===== src/rtl/keypad_col_scanner.sv =====
// Keypad matrix scanner: rotates a one-hot column drive, synchronises the row lines,
// debounces press and release, and emits one encoded key event per press.
module keypad_col_scanner #(
    parameter int NUM_COLS        = 4,
    parameter int NUM_ROWS        = 4,
    parameter int DWELL_CYCLES    = 2,
    parameter int DEBOUNCE_CYCLES = 3,
    parameter bit COL_ACTIVE_LOW  = 1'b0,
    parameter bit ROW_ACTIVE_LOW  = 1'b0,
    localparam int CW = (NUM_COLS > 1) ? $clog2(NUM_COLS) : 1,
    localparam int RW = (NUM_ROWS > 1) ? $clog2(NUM_ROWS) : 1
) (
    input  logic                slow_clk,
    input  logic                rst_n,
    input  logic                scan_en,
    input  logic [NUM_ROWS-1:0] rows,
    output logic [NUM_COLS-1:0] col_drive,
    output logic [CW-1:0]       column_index,
    output logic                key_valid,
    output logic [CW+RW-1:0]    key_code,
    output logic                key_held,
    output logic                multi_key
);

    localparam int DWW = $clog2(DWELL_CYCLES);
    localparam int DBW = $clog2(DEBOUNCE_CYCLES + 1);
    localparam logic [NUM_ROWS-1:0] ROW_IDLE = ROW_ACTIVE_LOW ? {NUM_ROWS{1'b1}} : '0;

    typedef enum logic [1:0] {SCAN, DEB_PRESS, HELD} state_t;

    state_t              state_q, state_n;
    logic [NUM_ROWS-1:0] sync_meta, sync_q, rs;
    logic [NUM_ROWS-1:0] pat_q, pat_n;
    logic [DWW-1:0]      dwell_q, dwell_n;
    logic [DBW-1:0]      deb_q, deb_n, rel_q, rel_n;
    logic [CW-1:0]       col_n;
    logic [CW+RW-1:0]    code_n;
    logic                kv_n, held_n, multi_n;

    function automatic logic [NUM_COLS-1:0] drive_of(input logic [CW-1:0] idx);
        logic [NUM_COLS-1:0] oh;
        for (int i = 0; i < NUM_COLS; i++) oh[i] = (idx == CW'(i));
        return COL_ACTIVE_LOW ? ~oh : oh;
    endfunction

    function automatic logic [CW-1:0] next_col(input logic [CW-1:0] idx);
        return (idx == CW'(NUM_COLS - 1)) ? '0 : idx + 1'b1;
    endfunction

    function automatic logic [RW-1:0] lowest_set(input logic [NUM_ROWS-1:0] v);
        logic [RW-1:0] idx;
        idx = '0;
        for (int i = NUM_ROWS - 1; i >= 0; i--) if (v[i]) idx = RW'(i);
        return idx;
    endfunction

    function automatic logic many_set(input logic [NUM_ROWS-1:0] v);
        int n;
        n = 0;
        for (int i = 0; i < NUM_ROWS; i++) if (v[i]) n++;
        return n > 1;
    endfunction

    // The synchroniser runs even while scan_en is low so it never presents stale rows.
    always_ff @(posedge slow_clk or negedge rst_n) begin
        if (!rst_n) begin
            sync_meta <= ROW_IDLE;
            sync_q    <= ROW_IDLE;
        end else begin
            sync_meta <= rows;
            sync_q    <= sync_meta;
        end
    end

    assign rs = ROW_ACTIVE_LOW ? ~sync_q : sync_q;

    always_comb begin
        state_n = state_q;
        col_n   = column_index;
        dwell_n = dwell_q;
        deb_n   = deb_q;
        rel_n   = rel_q;
        pat_n   = pat_q;
        kv_n    = 1'b0;
        code_n  = key_code;
        held_n  = key_held;
        multi_n = multi_key;
        if (scan_en) begin
            case (state_q)
                SCAN: begin
                    if (dwell_q == DWW'(DWELL_CYCLES - 1)) begin
                        dwell_n = '0;
                        if (rs == '0) begin
                            col_n = next_col(column_index);
                        end else begin
                            pat_n   = rs;
                            deb_n   = '0;
                            state_n = DEB_PRESS;
                        end
                    end else begin
                        dwell_n = dwell_q + 1'b1;
                    end
                end
                DEB_PRESS: begin
                    if (rs == pat_q) begin
                        if (deb_q == DBW'(DEBOUNCE_CYCLES - 1)) begin
                            kv_n    = 1'b1;
                            code_n  = {column_index, lowest_set(pat_q)};
                            multi_n = many_set(pat_q);
                            held_n  = 1'b1;
                            rel_n   = '0;
                            state_n = HELD;
                        end else begin
                            deb_n = deb_q + 1'b1;
                        end
                    end else begin
                        // Bounce: drop the candidate and move on without reporting.
                        col_n   = next_col(column_index);
                        dwell_n = '0;
                        state_n = SCAN;
                    end
                end
                HELD: begin
                    if (rs == '0) begin
                        if (rel_q == DBW'(DEBOUNCE_CYCLES - 1)) begin
                            col_n   = next_col(column_index);
                            dwell_n = '0;
                            rel_n   = '0;
                            held_n  = 1'b0;
                            state_n = SCAN;
                        end else begin
                            rel_n = rel_q + 1'b1;
                        end
                    end else begin
                        rel_n = '0;
                    end
                end
                default: state_n = SCAN;
            endcase
        end
    end

    always_ff @(posedge slow_clk or negedge rst_n) begin
        if (!rst_n) begin
            state_q      <= SCAN;
            column_index <= '0;
            col_drive    <= drive_of('0);
            dwell_q      <= '0;
            deb_q        <= '0;
            rel_q        <= '0;
            pat_q        <= '0;
            key_valid    <= 1'b0;
            key_code     <= '0;
            key_held     <= 1'b0;
            multi_key    <= 1'b0;
        end else begin
            state_q      <= state_n;
            column_index <= col_n;
            col_drive    <= drive_of(col_n);
            dwell_q      <= dwell_n;
            deb_q        <= deb_n;
            rel_q        <= rel_n;
            pat_q        <= pat_n;
            key_valid    <= kv_n;
            key_code     <= code_n;
            key_held     <= held_n;
            multi_key    <= multi_n;
        end
    end

endmodule


===== config.mk =====
export PLATFORM = sky130hd
export DESIGN_NAME = keypad_col_scanner
export DESIGN_NICKNAME = d
export VERILOG_FILES = /design/src/rtl/keypad_col_scanner.sv
export SDC_FILE = /design/constraint.sdc
export NUM_CORES = 1
export LEC_CHECK = 0
export ABC_CLOCK_PERIOD_IN_PS = 5250
export CORE_MARGIN = 5
export CORE_UTILIZATION = 56
export CTS_BUF_LIST = sky130_fd_sc_hd__clkbuf_4 sky130_fd_sc_hd__clkbuf_8
export CTS_CLUSTER_SIZE = 25
export DETAILED_ROUTE_END_ITERATION = 8
export PLACE_DENSITY_LB_ADDON = 0.3
export SKIP_LAST_GASP = 1
export SYNTH_ARGS = -nofsm -noshare
export SYNTH_HDL_FRONTEND = slang
export SYNTH_SLANG_ARGS = --single-unit

===== constraint.sdc =====
create_clock -name slow_clk -period 5.25 [get_ports slow_clk]
set_input_delay 1.3125 -clock slow_clk [delete_from_list [all_inputs] [get_ports slow_clk]]
set_output_delay 1.3125 -clock slow_clk [all_outputs]
set_load 0.01 [all_outputs]

==> results of run 1 <==
==> cell usage after synthesis, types with 2 or more instances <==
cell,n,area [um^2]
dfrtp_1,31,776
nand2_1,11,41.3
ha_1,10,125
inv_1,10,37.5
mux2_2,8,90.1
nor2_1,7,26.3
o21ai_0,7,35.0
xor2_1,4,35.0
a31oi_1,3,18.8
nand3_1,3,15.0
nor2b_1,3,18.8
a22o_2,2,20.0
buf_2,2,10.0
mux2_1,2,22.5
nor3b_1,2,15.0
nor4_2,2,25.0
o211ai_1,2,15.0
o22ai_1,2,12.5
==> cells in the final DEF (no fill, tap or decap), types with 2 or more instances in the layout <==
cell type         n
a31oi_1           3
mux2_2            8
o22ai_1           2
clkbuf_4          5
nor4_2            2
a22o_2            2
dfrtp_1          31
mux2_1            2
o21ai_0           7
nand2_1          11
clkinv_2          2
clkdlybuf4s50_1  19
o211ai_1          2
ha_1             10
nand3_1           3
nor3b_1           2
nor2_1            7
nor2b_1           3
inv_1            10
xor2_1            4
==> routing by layer <==
metal  track usage  vias to the layer above  part of all wire  wire (um)
met5             0                        -                 0          0
met4        0.0981                        0             0.025         75
met3        0.0647                        6             0.052        155
met2         0.268                       27              0.48       1420
met1         0.195                      529              0.44       1310
li1              -                      519                 -          -
==> how the worst min path moves through the flow <==
stage                 startpoint  endpoint  slack [ps]  cells after the start
floorplan           sync_meta[0]     rs[0]         330                      0
global placement    sync_meta[1]     rs[1]         330                      0
detailed placement  sync_meta[1]     rs[1]         340                      0
CTS                 sync_meta[1]     rs[1]         360                      0
global route        sync_meta[3]     rs[3]         380                      0
finish              sync_meta[1]     rs[1]         360                      0
==> worst max-delay path: cells and delay by family <==
kind / cells / cell delay [ps]
compound gates: 3 / 630
buf+inv: 1 / 770
simple gates: 2 / 400
==> state kept, by name, summed over array words and instances, names as in the netlist, 2 cells and up <==
signal        count
rs                4
rel_q             2
sync_meta         4
col_drive         4
state_q           2
pat_q             4
column_index      2
key_code          4
deb_q             2
==> kinds of logic (layout without fill, tap and decap cells) <==
| kind of cell | after synthesis | count (layout) | synth area share |
|---|---|---|---|
| buf+inv | 14 | 38 | 0.0378 |
| simple gates | 36 | 36 | 0.145 |
| xor+xnor | 4 | 4 | 0.0225 |
| fa+ha+maj | 10 | 10 | 0.0803 |
| mux | 11 | 11 | 0.0787 |
| compound gates | 26 | 26 | 0.120 |
| flops | 32 | 32 | 0.515 |
==> cell type report <==
cell class	instances	share of cell area
inverter	10	0.0205
sequential	32	0.438
timing repair buffer	20	0.108
clock buffer	5	0.0205
multi-input combinational	87	0.381
tap	31	0.0212
clock inverter	3	0.0103
==> report_power, final <==
| group | internal (mW) | switching [mW] | total [mW] |
|---|---|---|---|
| registers | 0.321 | 0.0744 | 0.395 |
| logic | 0.226 | 0.241 | 0.467 |
| clock network | 0.0513 | 0.0835 | 0.135 |
| total | 0.598 | 0.399 | 0.997 |
==> flow_metrics.env, run 1 <==
export IMPL_path_clk_slew_ps=100
export IMPL_hp_class="reg2reg"
export IMPL_cts_tree="yes"
export IMPL_slew_headroom=0.666
export IMPL_routed_via_density=5.75
export IMPL_tightest_slew_ps=498
export IMPL_cp_end_kind="flip-flop"
export IMPL_fin_ws_ps=2360
export IMPL_drt_pass1_iterations=4
export IMPL_drc=0
export IMPL_cp_startpoint="scan_en"
export IMPL_setup_viol=0
export IMPL_cts_setup_buffers=0
export IMPL_post_cts_resized=0
export IMPL_clock_sinks=32
export IMPL_fin_util=0.675
export IMPL_cp_start_kind="primary input"
export IMPL_critPathMaxFanout=12
export IMPL_powerDensity_nw_per_um2=545
export IMPL_core_area_um2=2710
export IMPL_grt_start_max_net_pins=33
export IMPL_syn_avg_cell_area_um2=11.7
export IMPL_critPathMaxStageDelay_ps=770
export IMPL_multi_input_area_um2=697
export IMPL_drive_above_1_share=0.166
export IMPL_skew_ps=8.09
export IMPL_cts_buffer_depth=2
export IMPL_cp_endpoint="col_drive[3]"
export IMPL_htreeDepth=2
export IMPL_cap_violations=0
export IMPL_postLayoutCellArea_um2=1830
export IMPL_hold_violations=0
export IMPL_ir_drop_mv=0.416
export IMPL_syn2layout_area_growth_pct=17.4
export IMPL_seq_area_frac_synth=0.515
export IMPL_timing_hold_ws_ps=360
export IMPL_synth_warnings=0
export IMPL_ctsRootBufferMaster="clkbuf_4"
export IMPL_syn_nets=150
export IMPL_fmaxAchievable_mhz=346
export IMPL_clk_latency_ps=330
export IMPL_drt_iter0_markers=61
export IMPL_path_class="in2reg"
export IMPL_finalWirelength_um=2970
export IMPL_slowest_stage="clkdlybuf4s50_1"
export IMPL_io_pins=20
export IMPL_regToRegStartpoint="pat_q[1]"
export IMPL_async_flop_share=1.00
export IMPL_num_rows=19
export IMPL_dp_cells=180
export IMPL_rr_worst_depth=5
export IMPL_holdBufCountCts=0
export IMPL_synth_seq_cells=32
export IMPL_min_period_ps=2890
export IMPL_synth_top_flop_cell="dfrtp_1"
export IMPL_final_cells=188
export IMPL_synth_cells=133
export IMPL_tns_ps=0
export IMPL_overflow=0
export IMPL_dp_slack_ps=2040
export IMPL_ant_nets=0
export IMPL_finalWeightedCongestion=0.943
export IMPL_cp_data_required_time_ps=5480
export IMPL_grt_pass1_wl_um=5190
export IMPL_synth_edff_count=0
export IMPL_via_count=1081
export IMPL_fill_cells=210
export IMPL_place_area_um2=1770
export IMPL_antenna_found_initial=0
export IMPL_drv_slew=0
export IMPL_wire_per_inst_um=15.8
export IMPL_status="completed"
export IMPL_diodes=0
export IMPL_port_buffers=19
export IMPL_die_w_um=62.7
export IMPL_area_sequential_um2=802
export IMPL_track_usage=0.170
export IMPL_r2r_slack_ps=3200
export IMPL_die_y_um=62.7
export IMPL_leakage_nw=0.815
export IMPL_synth_cell_type_count=40
export IMPL_dp_hpwl_um=2130
export IMPL_post_route_period_util=0.551
export IMPL_dieArea_um2=3940
export IMPL_finalPower_mw=0.997
export IMPL_final_nets=173
export IMPL_cp_arrival_ps=3120
export IMPL_grt_pass1_vias=1131
export IMPL_cp_cell_sequence="clkdlybuf4s50_1 -> nor3b_1 -> a41oi_1 -> a221o_1 -> a22o_2 -> and2_4"
export IMPL_reg2reg_to="state_q[0]"
export IMPL_initial_core_util=0.575
export IMPL_numCtsBuffers=5
export IMPL_synth_area_um2=1560
export IMPL_rsz0062_at_grt="false"
(Power assumes the default switching activity.)
==> inputs of run 2 (changes only) <==
Settings changed: ABC_CLOCK_PERIOD_IN_PS 5250 to 2500, CORE_UTILIZATION 56 to 51.
Clock period 5.25 ns to 2.5 ns, I/O delays scaled along.
==> run 2 against run 1 <==
Net effect: via count down 1.0%; clock skew increased by 1.4 ps; combinational power is 110% higher; clock-buffer cell count did not move; non-clock buffer count is 1 higher; flip-flop and latch count is the same; final area is 2.1% higher; final cell count up 1.6%; critical path depth is 1 lower; register-to-register slack got worse by 2700 ps; wire length is 7.9% lower; clock power rose to 3.0 times the previous value; critical endpoint is now state_q[0].
==> flow_metrics.env, run 2 (same netlist as run 1, synthesis figures left out) <==
export IMPL_cp_end_kind="flip-flop"
export IMPL_grt_pass1_wl_um=4800
export IMPL_post_cts_resized=0
export IMPL_tightest_slew_ps=498
export IMPL_ant_nets=0
export IMPL_finalWirelength_um=2730
export IMPL_cp_start_kind="flip-flop"
export IMPL_drive_above_1_share=0.171
export IMPL_cp_cell_sequence="xor2_1 -> nor4_4 -> nand2_1 -> o211ai_1 -> mux2_1"
export IMPL_p_seq_frac=0.372
export IMPL_cts_setup_buffers=0
export IMPL_status="completed"
export IMPL_dieArea_um2=4260
export IMPL_finalWeightedCongestion=0.862
export IMPL_diodes=0
export IMPL_die_w_um=65.3
export IMPL_syn2layout_area_growth_pct=19.8
export IMPL_clock_sinks=32
export IMPL_numCtsBuffers=5
export IMPL_holdBufCountCts=0
export IMPL_critPathMaxFanout=7
export IMPL_cts_buffer_depth=2
export IMPL_clk_latency_ps=340
export IMPL_via_count=1070
export IMPL_io_pins=20
export IMPL_post_route_period_util=0.815
export IMPL_cp_top_family="simple AND/OR/NAND/NOR gates"
export IMPL_cp_arrival_ps=2270
export IMPL_min_period_ps=2040
export IMPL_layout_commonest_cell="dfrtp_1"
export IMPL_pwr_share_comb=0.441
export IMPL_leakage_nw=0.827
export IMPL_p_clk_frac=0.187
export IMPL_setup_viol=0
export IMPL_critPathMaxStageDelay_ps=530
export IMPL_p_int_mw=1.36
export IMPL_cp_data_required_time_ps=2730
export IMPL_grt_pass1_vias=1077
export IMPL_timing_hold_ws_ps=358
export IMPL_tns_ps=0
export IMPL_cts_tree="yes"
export IMPL_track_usage=0.147
export IMPL_drv_slew=0
export IMPL_grt_start_max_net_pins=33
export IMPL_drt_iter0_markers=31
export IMPL_port_buffers=19
export IMPL_cap_violations=0
export IMPL_final_nets=174
export IMPL_cp_num_buf_inv=0
export IMPL_final_cell_mix="31 x dfrtp_1, 19 x clkdlybuf4s50_1, 11 x nand2_1"
export IMPL_swShare=0.382
export IMPL_path_clk_slew_ps=110
export IMPL_htreeDepth=2
export IMPL_rsz0062_at_grt="false"
export IMPL_hp_class="reg2reg"
export IMPL_routed_via_density=5.60
export IMPL_skew_ps=9.51
export IMPL_overflow=0
export IMPL_path_class="reg2reg"
export IMPL_core_area_um2=3000
export IMPL_p_sw_mw=0.840
export IMPL_die_y_um=65.3
export IMPL_hold_violations=0
export IMPL_slowest_stage="nor4_4"
export IMPL_wire_per_inst_um=14.3
export IMPL_ctsRootBufferMaster="clkbuf_4"
export IMPL_powerDensity_nw_per_um2=1180
export IMPL_fmaxAchievable_mhz=491
export IMPL_dp_hpwl_um=1940
export IMPL_finalPower_mw=2.20
export IMPL_num_rows=20
export IMPL_ir_drop_mv=0.715
export IMPL_antenna_found_initial=0
export IMPL_drt_pass1_iterations=4
export IMPL_initial_core_util=0.519
export IMPL_drc=0
export IMPL_slew_headroom=0.665
-- run 2: cell count changes in the layout (fill, tap and decap cells not counted), sizes merged --
cell and change:
clkinvlp +1, inv +1, bufinv +1, buf +1, clkinv -3
-- run 2: path summary, 6_finish.rpt --
kind / startpoint / endpoint / slack (ps) / depth (start not counted)
max in group asynchronous: rst_n / col_drive[0] / 1500 / 2
max: pat_q[1] / state_q[0] / 460 / 5
min in group asynchronous: rst_n / state_q[1] / 660 / 2
min: sync_meta[0] / rs[0] / 360 / 0
min reg2reg: sync_meta[0] / rs[0] / 360 / 0
max reg2reg: pat_q[1] / state_q[0] / 460 / 5
-- run 2: cell type report --
cell class,instances,area (um^2)
Fill cell,233,1140
Sequential cell,32,802
Multi-Input combinational cell,87,697
Timing Repair Buffer,21,205
Clock inverter,3,46.3
Tap cell,33,41.3
Clock buffer,5,37.5
Inverter,10,37.5
-- run 2: power groups by stage --
stage / Clock (mW) / Combinational [mW] / Sequential (mW)
final: 0.411 / 0.971 / 0.819
after global routing: 0.447 / 1.09 / 0.846
after CTS: 0.419 / 0.976 / 0.825
after detailed placement: 0 / 0.967 / 0.835
after global placement: 0 / 0.931 / 0.821
after floorplan: 0 / 0.688 / 0.814
-- run 2: through the flow --
stage	util	instance area [um^2]	instances	worst slack [ps]
6_report	0.622	1870	191	464
5_1_grt	0.622	1870	191	363
4_1_cts	0.622	1870	191	469
3_5_place_dp	0.594	1780	183	239
3_3_place_gp	0.594	1780	183	278
2_1_floorplan	-	1560	133	673
-- run 2: worst reg2reg max path, stage by stage (launching register included) --
cell      delay (ps)
dfrtp_1          480
xor2_1           200
nor4_4           530
nand2_1          180
o211ai_1         210
mux2_1           340
-- run 2: per-layer routing --
metal  track usage  share of wire  vias up  routed length (um)
li1              -              -      521                   -
met2         0.228           0.48       30                1320
met4        0.0725          0.017        0                  46
met1         0.179           0.43      513                1160
met3        0.0547          0.073        6                 199
met5             0              0        -                   0
